<file path="config.mk">
export PLATFORM = sky130hd
export DESIGN_NAME = pe_array_seq
export DESIGN_NICKNAME = d
export VERILOG_FILES = /design/src/rtl/pe_array_seq_pkg.sv /design/src/rtl/tag_delay_line.sv /design/src/rtl/pe_array_seq.sv
export SDC_FILE = /design/constraint.sdc
export NUM_CORES = 1
export LEC_CHECK = 0
export CAP_MARGIN = 20
export CORE_AREA = 2 2 102 104
export DETAILED_ROUTE_END_ITERATION = 8
export DIE_AREA = 0 0 104 106
export GPL_TIMING_DRIVEN = 0
export PLACE_DENSITY = 0.6
export RECOVER_POWER = 50
export SYNTH_ARGS = -nofsm -noshare
export SYNTH_HDL_FRONTEND = slang
export SYNTH_SLANG_ARGS = --single-unit
</file>
<file path="constraint.sdc">
create_clock -name clk -period 2.7 [get_ports clk]
set_input_delay 0.54 -clock clk [delete_from_list [all_inputs] [get_ports clk]]
set_output_delay 0.54 -clock clk [all_outputs]
set_load 0.01 [all_outputs]
</file>
<file path="src/rtl/pe_array_seq_pkg.sv">
// rtl/pe_array_seq_pkg.sv - shared types and constants for the PE array sequencer
package pe_array_seq_pkg;

    localparam int ROWS   = 4;
    localparam int PE_LAT = 2;
    localparam int EXP_W  = 5;
    localparam int IMG_W  = 24;
    localparam int WGT_W  = 36;
    localparam int PSUM_W = 16;

    typedef enum logic [1:0] {
        ST_IDLE  = 2'd0,
        ST_ISSUE = 2'd1,
        ST_DRAIN = 2'd2,
        ST_FIN   = 2'd3
    } seq_state_t;

    typedef struct packed {
        logic valid;
        logic first;
        logic last;
    } tag_t;

endpackage

</file>
<file path="src/rtl/tag_delay_line.sv">
// rtl/tag_delay_line.sv - tag shift register with one tap per PE row
module tag_delay_line
    import pe_array_seq_pkg::*;
#(
    parameter int ROWS   = 4,
    parameter int PE_LAT = 2,
    parameter int DEPTH  = ROWS + PE_LAT
) (
    input  logic            clk,
    input  logic            rst,
    input  logic            clr,
    input  tag_t            tag_in,
    output logic [ROWS-1:0] row_valid,
    output logic [ROWS-1:0] row_first,
    output logic [ROWS-1:0] row_last
);

    // pipe[i] holds the tag pushed i+1 cycles ago
    tag_t pipe [DEPTH];

    always_ff @(posedge clk or negedge rst) begin
        if (!rst) begin
            for (int i = 0; i < DEPTH; i++) pipe[i] <= '0;
        end else if (clr) begin
            for (int i = 0; i < DEPTH; i++) pipe[i] <= '0;
        end else begin
            pipe[0] <= tag_in;
            for (int i = 1; i < DEPTH; i++) pipe[i] <= pipe[i-1];
        end
    end

    // row r lags by buffer read (1) + weight skew (r) + PE latency
    always_comb begin
        row_valid = '0;
        row_first = '0;
        row_last  = '0;
        for (int r = 0; r < ROWS; r++) begin
            row_valid[r] = pipe[PE_LAT + r].valid;
            row_first[r] = pipe[PE_LAT + r].first;
            row_last[r]  = pipe[PE_LAT + r].last;
        end
    end

endmodule

</file>
<file path="src/rtl/pe_array_seq.sv">
// rtl/pe_array_seq.sv - operand issue and row tag sequencer for the SD4 MAC PE array
module pe_array_seq
    import pe_array_seq_pkg::*;
#(
    parameter int ROWS   = pe_array_seq_pkg::ROWS,
    parameter int PE_LAT = pe_array_seq_pkg::PE_LAT,
    parameter int AW     = 8
) (
    input  logic            clk,
    input  logic            rst,
    input  logic            start,
    input  logic            abort,
    input  logic [AW-1:0]   k_len,
    input  logic [AW-1:0]   img_base,
    input  logic [AW-1:0]   wgt_base,
    input  logic [4:0]      exp_bias_cfg,
    output logic [4:0]      exp_bias,
    output logic            img_rd_en,
    output logic [AW-1:0]   img_rd_addr,
    output logic            wgt_rd_en,
    output logic [AW-1:0]   wgt_rd_addr,
    output logic [ROWS-1:0] row_valid,
    output logic [ROWS-1:0] row_first,
    output logic [ROWS-1:0] row_last,
    output logic            busy,
    output logic            done
);

    localparam int DRAIN_CYC = ROWS + PE_LAT;
    localparam int DW        = $clog2(DRAIN_CYC + 1);

    seq_state_t    state, state_n;
    logic [AW-1:0] k, k_n;
    logic [DW-1:0] drain, drain_n;
    logic [AW-1:0] k_len_q, img_base_q, wgt_base_q;
    logic [4:0]    exp_bias_q;
    logic          accept, issuing, k_is_last;
    tag_t          tag_in;

    assign accept    = (state == ST_IDLE) && start && !abort && (k_len != '0);
    assign issuing   = (state == ST_ISSUE) && !abort;
    assign k_is_last = (k == k_len_q - AW'(1));

    always_ff @(posedge clk or negedge rst) begin
        if (!rst) begin
            state      <= ST_IDLE;
            k          <= '0;
            drain      <= '0;
            k_len_q    <= '0;
            img_base_q <= '0;
            wgt_base_q <= '0;
            exp_bias_q <= '0;
        end else begin
            state <= state_n;
            k     <= k_n;
            drain <= drain_n;
            if (accept) begin
                k_len_q    <= k_len;
                img_base_q <= img_base;
                wgt_base_q <= wgt_base;
                exp_bias_q <= exp_bias_cfg;
            end
        end
    end

    always_comb begin
        state_n = state;
        k_n     = k;
        drain_n = drain;
        case (state)
            ST_IDLE: begin
                if (start) begin
                    k_n     = '0;
                    state_n = (k_len != '0) ? ST_ISSUE : ST_FIN;
                end
            end
            ST_ISSUE: begin
                k_n = k + AW'(1);
                if (k_is_last) begin
                    state_n = ST_DRAIN;
                    drain_n = '0;
                end
            end
            ST_DRAIN: begin
                drain_n = drain + DW'(1);
                if (drain == DW'(DRAIN_CYC - 1)) state_n = ST_FIN;
            end
            ST_FIN:  state_n = ST_IDLE;
            default: state_n = ST_IDLE;
        endcase
        if (abort) begin
            state_n = ST_IDLE;
            k_n     = '0;
            drain_n = '0;
        end
    end

    always_comb begin
        tag_in       = '0;
        tag_in.valid = issuing;
        tag_in.first = issuing && (k == '0);
        tag_in.last  = issuing && k_is_last;
    end

    assign img_rd_en   = issuing;
    assign wgt_rd_en   = issuing;
    assign img_rd_addr = issuing ? img_base_q + k : '0;
    assign wgt_rd_addr = issuing ? wgt_base_q + k : '0;
    assign exp_bias    = exp_bias_q;
    assign busy        = (state == ST_ISSUE) || (state == ST_DRAIN);
    assign done        = (state == ST_FIN) && !abort;

    tag_delay_line #(
        .ROWS   (ROWS),
        .PE_LAT (PE_LAT),
        .DEPTH  (ROWS + PE_LAT)
    ) u_tags (
        .clk       (clk),
        .rst       (rst),
        .clr       (abort),
        .tag_in    (tag_in),
        .row_valid (row_valid),
        .row_first (row_first),
        .row_last  (row_last)
    );

endmodule
</file>
==> impl_results.md <==
* Synth async-reset ratio at 100%
* Vias/cell at 4.84
* CTS Root Buffer Type: clkbuf_8
* Synthesized Nets at 382
* CORE AREA at 10000 um^2
* EDFF count, synth at 0
* Net load switching power at 1030 uW
* Worst IR Drop VDD at 0.331 mV
* Global route total overflow at 0
* Area of the multi-input gates at 1920 um^2
* RSZ-0062 raised after global routing: yes
* Detailed Routing Iterations Pass 1 at 5
* Top cell type's share of synthesized area at 43.9%
* Worst Path Required at 2.16 ns
* Effective utilization at floorplan at 34.2%
* Via count at 2718
* FF+latch area at 1510 um^2
* Avg Cell Area, Syn at 10.6 um^2
* Slew Viols, Final at 31
* Worst-Margin Slew at 1.60 ns
* Die Y at 106 um
* Final antenna-violating net count at 0
* Relative slew margins at -6.80%
* Outcome: finished, violations left
* Filler cells at 965
* CTS Hold Bufs at 0
* Crit end category: output port
* CTS buffer count at 9
* Top-Level Pins at 70
* CTS tree: yes
* Pwr/cell area at 645 nW/um^2
* Worst Slack Setup Final at -0.165 ns
* # diodes at 0
* Internal Pwr Total at 2030 uW
* CTS Buffer Depth at 2
* Antenna violations before repair at 0
* RePlAce Congestion at 0.786
* Gate power share at 33.3%
* Layout Nets at 479
* Synth warn at 0
* Die ar. at 11000 um^2
* TNS Setup at -0.536 ns
* Placed instance area at 4300 um^2
* Switching share of power at 33.6%
* Ratio of cells with drive above 1 in the final layout at 28.7%
* Largest cells by area after synthesis: dfrtp_1 44%, mux2_2 8.9%, ha_1 8.8%, nor2b_1 3.8%, xnor2_1 3.8%
* Detailed Route Iter0 Violations at 181
* Setup violators final at 5
* DRC at 0
* Worst Path Max Fanout at 3
* Worst-path clk slew at 0.08 ns
* Pwr Total at 3060 uW
* Clock power frac at 27.1%
* Die W at 104 um
* Netlist Area Pre-Place at 3420 um^2
* Distinct cells, synth at 44
* CP Class: register to output port
* Final non-filler cell total at 561
* Arrival @ worst endpoint at 2.32 ns
* Hold Path Class: register to register
* Synth Instances at 323
* Routed len/inst at 14.4 um
* Layout area overhead at 38.8%
* Worst-Skew Late Latency at 0.35 ns
* WL final at 8090 um
* Flops & latches, synth at 60
* Hold Vio Cnt, Final at 0
* First-pass GRT wire length at 13600 um
* Most common cell after layout, fill and taps aside: dfrtp_1
* Hpwl dp at 5480 um
* DP Cell Count at 529
* Post-layout minimum cycle time at 2.86 ns
* Peak Freq at 349 MHz
* Top_reg_cell synth: dfrtp_1
* I/O Buffers at 69
* Largest area contributor in the netlist: dfrtp_1
* Max-cap violations at 1
* Largest net degree at the start of global routing at 32
* Clock Skews at 0.00651 ns
* Cells on Worst Hold Path at 1
* # rows at 37
* GRT Util Overall at 15.7%
* Period utilization at 106%
* Critical path launch point type: register
* Vias in the first global route at 2851
* Sequential fraction of the synthesis area at 43.9%
* Seq pwr share at 39.6%
* Commonest non-fill, non-tap cells in the layout: 57 x dfrtp_1, 53 x clkdlybuf4s50_1, 29 x buf_4, 27 x mux2_2, 21 x nor2b_1
* Post-route cell area at 4750 um^2
* H-tree depth at 3
* Final Core Density at 47.5%
* Clock sink count at 60
* Pleak at 0.00211 uW
* R2r worst-path depth at 6
* Failing checks: capacitance limit, slew limit, setup timing
==> final cells by class <==
cell class              instances  share of cell area, %
multi-input cells             227                   40.5
flip-flops and latches         60                   31.7
repair buffers                 88                   16.2
well taps                     136                   3.58
plain buffers                  21                   2.79
clock buffers                   9                   2.61
clock inverters                 7                   1.55
inverters                      13                   1.05
==> routing by layer <==
layer / track usage (%) / vias up / part of all wire (%)
li1: - / 1312 / -
met1: 19.0 / 1302 / 46
met2: 27.3 / 96 / 48
met3: 3.62 / 8 / 5.5
met4: 5.79 / 0 / 0.99
met5: 0 / - / 0
==> power by group through the flow <==
stage          registers [uW]  logic [uW]  clock network (uW)
6_report                 1210        1020                 829
5_1_grt                  1240        1130                 895
4_1_cts                  1220         993                 862
3_5_place_dp             1220         934                   0
3_3_place_gp             1210         910                   0
2_1_floorplan            1190         617                   0
==> critical path, cell delays in order (launching register included) <==
cell	delay (ns)
dfrtp_2	0.44
buf_6	0.14
buf_6	0.11
fa_2	0.39
a21o_1	0.17
a21oi_2	0.14
o21bai_1	0.08
a21oi_1	0.15
xor2_1	0.17
nor2_1	0.05
buf_2	0.13
==> flip-flops by register name, summed over array words and instances, names as in the netlist <==
signal            count
k                     8
u_tags.pipe           6
exp_bias              5
u_tags.row_valid      4
k_len_q               8
u_tags.row_first      4
drain                 3
state                 2
wgt_base_q            8
u_tags.row_last       4
img_base_q            8
==> cells by family (layout without fill, tap and decap cells) <==
logic type	count (synthesis)	count (layout)	synth area share (%)
AND/OR/NAND/NOR	91	91	14.4
flip-flops	60	60	43.9
AO/OA/AOI/OAI	57	57	10.6
buffers and inverters	36	138	5.41
multiplexers	29	29	9.51
adder cells (fa/ha/maj)	26	26	9.95
XOR/XNOR	24	24	6.15
==> cell usage after synthesis, types with 2 or more instances <==
cell type	number
nand2b_1	4
a21oi_1	18
or2_2	2
xnor2_1	15
ha_1	24
and3_1	2
dfrtp_1	60
inv_1	12
o21ai_1	2
nand4_1	2
a31oi_1	3
nand3_1	5
fa_1	2
nor2_1	19
mux2_2	27
or3_1	7
or4_1	2
a2111oi_2	2
nor2b_1	21
nand2_1	14
nor3_1	4
a2111oi_0	2
o21ai_0	14
clkbuf_1	9
and2_1	4
a21o_1	4
buf_4	13
xor2_1	9
o21bai_1	5
o31ai_1	2
==> timing repair <==
item,CTS,global route
setup endpoints to repair,18,13
gates resized for setup,74,15
pin swaps,28,2
buffers inserted,18,3
==> stage by stage <==
| step | hold slack (ns) | setup WS (ns) |
|---|---|---|
| 5_1_grt | 0.482 | -0.299 |
| 3_3_place_gp | 0.449 | -0.919 |
| 3_5_place_dp | 0.453 | -0.821 |
| 4_1_cts | 0.239 | -0.175 |
| 2_1_floorplan | 0.244 | 0.117 |
| 6_report | 0.461 | -0.165 |
==> path summary, 6_finish.rpt <==
path	slack, ns	startpoint	endpoint
worst min-delay path	0.46	u_tags.pipe[17]	u_tags.pipe[14]
max in group asynchronous	0.54	rst	k[0]
min in group asynchronous	0.58	rst	u_tags.row_first[3]
worst max-delay path	-0.16	k[1]	wgt_rd_addr[6]
worst min register to register	0.46	u_tags.pipe[17]	u_tags.pipe[14]
worst max register to register	0.12	state[0]	wgt_base_q[5]
(Power assumes the default switching activity.)
